## config.mk

```make
export PLATFORM = sky130hd
export DESIGN_NAME = syscall_unit
export DESIGN_NICKNAME = d
export VERILOG_FILES = /design/src/rtl/syscall_unit.sv
export SDC_FILE = /design/constraint.sdc
export NUM_CORES = 1
export LEC_CHECK = 0
export ABC_AREA = 1
export BUFFER_PORTS_ARGS = -buffer_cell sky130_fd_sc_hd__clkbuf_2
export CAP_MARGIN = 20
export CELL_PAD_IN_SITES_DETAIL_PLACEMENT = 1
export CELL_PAD_IN_SITES_GLOBAL_PLACEMENT = 1
export CORE_ASPECT_RATIO = 1.1
export CORE_UTILIZATION = 38
export CTS_CLUSTER_DIAMETER = 40
export DETAILED_ROUTE_END_ITERATION = 8
export PLACE_DENSITY = 0.95
export SLEW_MARGIN = 30
export SYNTH_ARGS = -nofsm -noshare
export SYNTH_HDL_FRONTEND = slang
export SYNTH_SLANG_ARGS = --single-unit
```

## constraint.sdc

```tcl
create_clock -name clk -period 2.74 [get_ports clk]
set_input_delay 0 -clock clk [delete_from_list [all_inputs] [get_ports clk]]
set_output_delay 0 -clock clk [all_outputs]
set_load 0.02 [all_outputs]
```

## src/rtl/syscall_unit.sv

```systemverilog
`default_nettype none
// ============================================================================
// Module  : syscall_unit
// Brief   : Executes exit/print/pause syscalls, drives CPU halt, and scans the
//           last printed value onto an 8-digit seven-segment display.
// Rev     : 1.0  initial release
// ============================================================================
module syscall_unit #(
  parameter int unsigned REFRESH_DIV   = 100000,
  parameter logic [31:0] SVC_PRINT_INT = 32'd1,
  parameter logic [31:0] SVC_EXIT      = 32'd10,
  parameter logic [31:0] SVC_PRINT_HEX = 32'd34,
  parameter logic [31:0] SVC_PAUSE     = 32'd50
) (
  input  logic        clk,
  input  logic        rst,
  input  logic        syscall,
  input  logic [31:0] v0,
  input  logic [31:0] a0,
  input  logic        go,
  output logic        halt,
  output logic [31:0] disp_data,
  output logic [31:0] syscall_count,
  output logic [7:0]  seg,
  output logic [7:0]  an
);

  localparam int unsigned c_cnt_w = (REFRESH_DIV > 1) ? $clog2(REFRESH_DIV) : 1;
  localparam logic [c_cnt_w-1:0] c_refresh_max = c_cnt_w'(REFRESH_DIV - 1);

  typedef enum logic [1:0] {
    ST_RUN   = 2'd0,
    ST_PAUSE = 2'd1,
    ST_HALT  = 2'd2
  } state_t;

  state_t              r_state;
  state_t              w_state_next;
  logic                r_halt;
  logic                r_go_prev;
  logic [31:0]         r_disp;
  logic [31:0]         r_count;
  logic [c_cnt_w-1:0]  r_refresh;
  logic [2:0]          r_digit;
  logic                w_accept;
  logic                w_go_rise;
  logic                w_print;
  logic [3:0]          w_nibble;

  assign w_accept  = syscall && (r_state == ST_RUN);
  assign w_go_rise = go && !r_go_prev;
  assign w_print   = w_accept && ((v0 == SVC_PRINT_INT) || (v0 == SVC_PRINT_HEX));

  always_comb begin
    w_state_next = r_state;
    case (r_state)
      ST_RUN: begin
        if (w_accept) begin
          if (v0 == SVC_EXIT)       w_state_next = ST_HALT;
          else if (v0 == SVC_PAUSE) w_state_next = ST_PAUSE;
        end
      end
      ST_PAUSE: if (w_go_rise) w_state_next = ST_RUN;
      ST_HALT:  w_state_next = ST_HALT;
      default:  w_state_next = ST_RUN;
    endcase
  end

  // halt is registered alongside the state so it tracks state != RUN exactly
  always_ff @(posedge clk) begin
    if (rst) begin
      r_state   <= ST_RUN;
      r_halt    <= 1'b0;
      r_go_prev <= 1'b0;
      r_disp    <= 32'd0;
      r_count   <= 32'd0;
      r_refresh <= '0;
      r_digit   <= 3'd0;
    end else begin
      r_state   <= w_state_next;
      r_halt    <= (w_state_next != ST_RUN);
      r_go_prev <= go;
      if (w_accept) r_count <= r_count + 32'd1;
      if (w_print)  r_disp  <= a0;
      if (r_refresh == c_refresh_max) begin
        r_refresh <= '0;
        r_digit   <= r_digit + 3'd1;
      end else begin
        r_refresh <= r_refresh + c_cnt_w'(1);
      end
    end
  end

  assign w_nibble = r_disp[{r_digit, 2'b00} +: 4];

  always_comb begin
    seg = 8'hFF;
    case (w_nibble)
      4'h0: seg = 8'hC0;
      4'h1: seg = 8'hF9;
      4'h2: seg = 8'hA4;
      4'h3: seg = 8'hB0;
      4'h4: seg = 8'h99;
      4'h5: seg = 8'h92;
      4'h6: seg = 8'h82;
      4'h7: seg = 8'hF8;
      4'h8: seg = 8'h80;
      4'h9: seg = 8'h90;
      4'hA: seg = 8'h88;
      4'hB: seg = 8'h83;
      4'hC: seg = 8'hC6;
      4'hD: seg = 8'hA1;
      4'hE: seg = 8'h86;
      4'hF: seg = 8'h8E;
      default: seg = 8'hFF;
    endcase
  end

  assign an            = ~(8'b0000_0001 << r_digit);
  assign halt          = r_halt;
  assign disp_data     = r_disp;
  assign syscall_count = r_count;

endmodule
`default_nettype wire

```

# Word level (Yosys, flattened, before mapping)
# Memory sizes are Yosys's and may differ from the RTL's.
# Cells that the tools add are included.
dict set report word_totals {
  regBits 88
  mem_bits_ro 112
  inputBits 68
  out_inout_bits 81
  word_cells 34
  n_memories 1
}
# name depth word_bits rd rd_clocked_by_memory_dff wr line
set memory_table {}
lappend memory_table {{(name not given)} 16 7 1 0 0 98} ;# case (w_nibble)
dict set report op_classes {
  n_addsub 3
  n_eq_ne 7
  n_shift 2
  muxes 5
  bitwise_logic 1
  n_reduce_logical 8
}
# op n
set ops {}
lappend ops {{32-bit by 6-bit equality test with 1-bit output, second input constant} 2}
lappend ops {{32-bit by 1-bit adder with 32-bit output, second input constant} 1}
lappend ops {{32-bit by 1-bit equality test with 1-bit output, second input constant} 1}
lappend ops {{32-bit by 4-bit equality test with 1-bit output, second input constant} 1}
lappend ops {{32-bit by 6-bit indexed part select with 4-bit output} 1}
lappend ops {{17-bit by 1-bit adder with 17-bit output, second input constant} 1}
lappend ops {{17-bit equality test, second input constant} 1}
lappend ops {{2-bit 2-to-1 mux} 4}
lappend ops {{8-bit inverter} 1}
lappend ops {{1-bit by 3-bit << shifter with 8-bit output, first input constant} 1}
lappend ops {{2-bit one-hot mux with 3 select lines} 1}
lappend ops {{3-bit by 1-bit adder with 3-bit output, second input constant} 1}
lappend ops {{1-bit logical AND} 3}
lappend ops {{2-bit by 1-bit equality test with 1-bit output, second input constant} 1}
lappend ops {{2-bit equality test, second input constant} 1}
lappend ops {{2-bit logical NOT} 1}
lappend ops {{2-bit nonzero test} 1}
lappend ops {{2-bit OR reduction} 1}
lappend ops {{1-bit logical NOT} 1}
lappend ops {{1-bit logical OR} 1}

# Longest topological paths before layout
dict set report depth {
  depth_word 6
  ltp_mapped 14
  ltp_nobuf 12
}

# Worst setup path after synthesis
# No wires, ideal clock.
dict set report synth_timing {
  path_kind {register to output}
  startpoint {register r_digit[0]}
  endpoint {output seg[0]}
  arrival_time_ns 1.704
  t_required_ns 2.740
  setup_slack_ns 1.036
  path_stages_with_launch 14
  n_path_buf 2
  path_cell_list {dfxtp_1 > buf_4 > buf_2 > nand2_1 > nand2_1 > nand2_1 > nand3_1 > nand2_1 > inv_1 > ha_1 > inv_1 > nand2_1 > nand3_1 > nand2_1}
}
dict set report synth_via {
  elab_chain_len 2
}
# element line
set synth_lines {}
lappend synth_lines {{from (decl)} 44} ;# logic [2:0] r_digit;
lappend synth_lines {{from (signal assigned)} 87} ;# r_digit <= r_digit + 3'd1;
lappend synth_lines {{32-bit by 6-bit indexed part select with 4-bit output} 94} ;# assign w_nibble = r_disp[{r_digit, 2'b00} +: 4];
lappend synth_lines {{memory read 16 x 7 bit} --}
lappend synth_lines {{to (decl)} 24} ;# output logic [7:0] seg,
# Every way passes these cells.

# Final worst setup path
# Same ends and word-level chain as after synthesis.

==> impl_metrics.toml <==
[floorplan]
die_y_um = 124
ios = 149
dieArea_mm2 = 0.0139
rows = 44
fp.dieW_um = 113
initial_utilization = 0.389
coreArea_mm2 = 0.0132

[critical_path]
reg2reg_to = "disp_data[16]"
cp_data_arrival_time_ps = 2420
cpMostUsedCell = "nand2_1"
end_kind = "primary output"
critPathSlowestCell = "dfxtp_2"
cp_cell_sequence = "buf_4, nor2_1, nor2_1, nand2_1, nand3_1, nand2_1, inv_1, ha_1, inv_1, nand2_1, nand3_1, nand2_1, clkbuf_2"
startpoint_type = "flop"
worstPathRequired_ps = 2740
cp_max_fo = 11
crit_path_max_incr_delay_ps = 450
timing.rr.start = "r_state[0]"
reg2reg_slack_ps = 560
crit_path_start = "r_digit[0]"
worstRegToRegCells = 8
critical_path_class = "reg2out"

[drt]
top_layer_used = "met4"
wl_per_cell_um = 15.8
avgViaCountPerCell = 5.23
met2WireLength_mm = 9.16
first_pass_iters = 5
wl_met3_um = 863
drt-total-wl_mm = 17.9
first_iter_violations = 310
drc = 0
vias = 5931
wl_met1_mm = 7.26
ant_nets = 0

[timing]
timing.final.crit_share = 0.882
final_hold_viol_count = 0
rsz0062_at_grt = "no"
slew_viol_final = 0
max_slew_margin = 0.551
finalCriticalPeriod_ps = 2420
setup_viol = 0
final.setup.tns_ps = 0
worst_pin_slew_ps = 672
fmax_mhz = 414
finalClockSkew_ps = 8.77

[global_routing]
grt_pass1_wl_mm = 28.4
grt_pass1_vias = 5877
overflow = 0
grtUsageTotal = 0.260
antenna_found_initial = 1
grt_max_degree = 45

[logic_synthesis]
seq_area_frac_synth = 0.344
synth-simple-area-share = 0.416
synth_cell_types = 31
synth_fa_ha_area_frac = 0.0342
synth_top_family_by_area = "simple AND/OR/NAND/NOR gates"
ys_warn_count = 0
synthCells = 805
yosys-top-cells-area = "dfxtp_1, nand2_1, nor2_1"
synth.ff_latch_count = 88
synth_mux_area_frac = 0
synth_xor_xnor_area_share = 0.0171
synth.top_cell.area_share = 0.344
synth_fp_nets = 887
synth-compound-area-share = 0.0792
synth_top_area_cell = "dfxtp_1"
synthesis.area_mm2 = 0.00512
syn_area_per_cell_um2 = 6.36

[cells_and_area]
area_delta_synth_final_pct = 27.2
fill_cells = 1789
drive_gt1_frac = 0.193
nets = 1050

[clocking]
cts_buffers = 9
root_buffer = "clkbuf_16"
clk_pin_slew_ps = 70
post-cts-setup-buffers = 0
cts_tree = "done"
clock_sinks = 88
clk_latency_ps = 350
clk_path_buf_depth = 2
cts.htree.levels = 3

[min_path]
hold_path.class = "in2reg"
holdPathStages = 4
hold_start = "a0[5]"
hold_end = "disp_data[5]"

[placement]
routabilityCongestion = 0.844
port_buffers = 147
dp_hpwl_mm = 12.1

[pwr]
leakagePower_nw = 3.09
finalPower_mw = 2.77
ir_drop_mv = 0.240
power_density_mw_per_mm2 = 425

[run]
max-cap-violations = 0

[status]
outcome = "finished, final reports clean"
routing by layer:
| layer | vias up | GRT usage |
|---|---|---|
| met3 | 43 | 0.0521 |
| met5 | - | 0 |
| met2 | 191 | 0.483 |
| met1 | 2839 | 0.287 |
| met4 | 0 | 0.122 |
| li1 | 2858 | - |
per-stage QoR:
stage / hold slack (ps) / area [µm²] / instances / worst slack [ps] / utilization
CTS: 0.328 / 6510 / 1134 / 242 / 0.494
finish: 5.50 / 6510 / 1135 / 322 / 0.495
floorplan: 125 / 5120 / 805 / 1040 / -
detailed placement: 261 / 5930 / 1091 / 648 / 0.450
global placement: 252 / 5930 / 1091 / 752 / 0.450
global route: 19.5 / 6510 / 1135 / 105 / 0.495
power breakdown:
part / switching (mW) / internal (mW) / total, mW
registers: 0.00675 / 1.29 / 1.29
clock network: 0.542 / 0.759 / 1.30
logic: 0.0844 / 0.0899 / 0.174
total: 0.633 / 2.14 / 2.77
area by class of cell:
class                   instances  area [µm²]  share of cell area
clock inverters                 4        52.6             0.00807
clock buffers                  12         256              0.0394
well taps                     161         201              0.0309
repair buffers                180        1050               0.161
diodes                          1        2.50            0.000384
multi-input cells             589        2810               0.431
flip-flops and latches         88        1760               0.271
inverters                     100         375              0.0576
sequential cells by signal, indices dropped and copies added (netlist names):
name / cells
r_refresh: 17
r_go_prev: 1
r_digit: 3
r_state: 2
syscall_count: 32
halt: 1
disp_data: 32
worst max-delay path by stage:
stage,to
6_report,seg[0]
5_1_grt,seg[0]
4_1_cts,seg[0]
3_5_place_dp,seg[0]
3_3_place_gp,disp_data[23]
2_1_floorplan,seg[0]
worst max-delay path, delay by kind of cell, from the launching register on:
family | cells | cell delay, ps
buffers and inverters | 4 | 630
and+or+nand+nor | 8 | 770
DFF | 1 | 450
adders and majority gates | 1 | 230
synth_stat cells:
| library cell | count |
|---|---|
| nand3b_1 | 34 |
| buf_1 | 3 |
| nor4_1 | 1 |
| buf_4 | 3 |
| nand2_2 | 4 |
| conb_1 | 1 |
| inv_1 | 96 |
| nor2_2 | 4 |
| nor2_4 | 3 |
| xor2_1 | 9 |
| nand3_2 | 1 |
| nand4_1 | 18 |
| clkbuf_1 | 3 |
| a31oi_1 | 1 |
| buf_2 | 13 |
| nand3_1 | 54 |
| xnor2_1 | 1 |
| or2_0 | 2 |
| or2_2 | 1 |
| dfxtp_1 | 88 |
| o21bai_1 | 2 |
| a21oi_1 | 53 |
| nand2_1 | 220 |
| buf_6 | 6 |
| nor3_1 | 9 |
| o21ai_0 | 20 |
| o21ai_1 | 2 |
| nor2_1 | 134 |
| ha_1 | 14 |
| inv_2 | 4 |
| o21ai_2 | 1 |
what timing repair did:
item	in CTS	in global routing
endpoints found under the setup margin	0	2
resized for setup	0	2
hold buffers	27	0
endpoints found under the hold margin	27	0
cell families after synthesis:
group           count (synthesis)
flops                          88
simple gates                  485
xor+xnor                       10
fa+ha+maj                      14
compound gates                 79
other cells                     1
buf+inv                       128
cell usage in the layout (no fill, tap or decap), drive strengths merged:
cell type / n
a31oi: 1
o21bai: 2
xor2: 9
nor4: 1
conb: 1
buf: 6
nand2: 224
xnor2: 1
inv: 100
dlygate4sd3: 27
or2: 3
nand3: 55
nor3: 9
bufinv: 1
clkinv: 3
nand4: 18
dfxtp: 88
a21oi: 53
nand3b: 34
nor2: 141
clkbuf: 159
o21ai: 23
diode: 1
ha: 14
No activity file was read; power rests on OpenSTA's default activity.
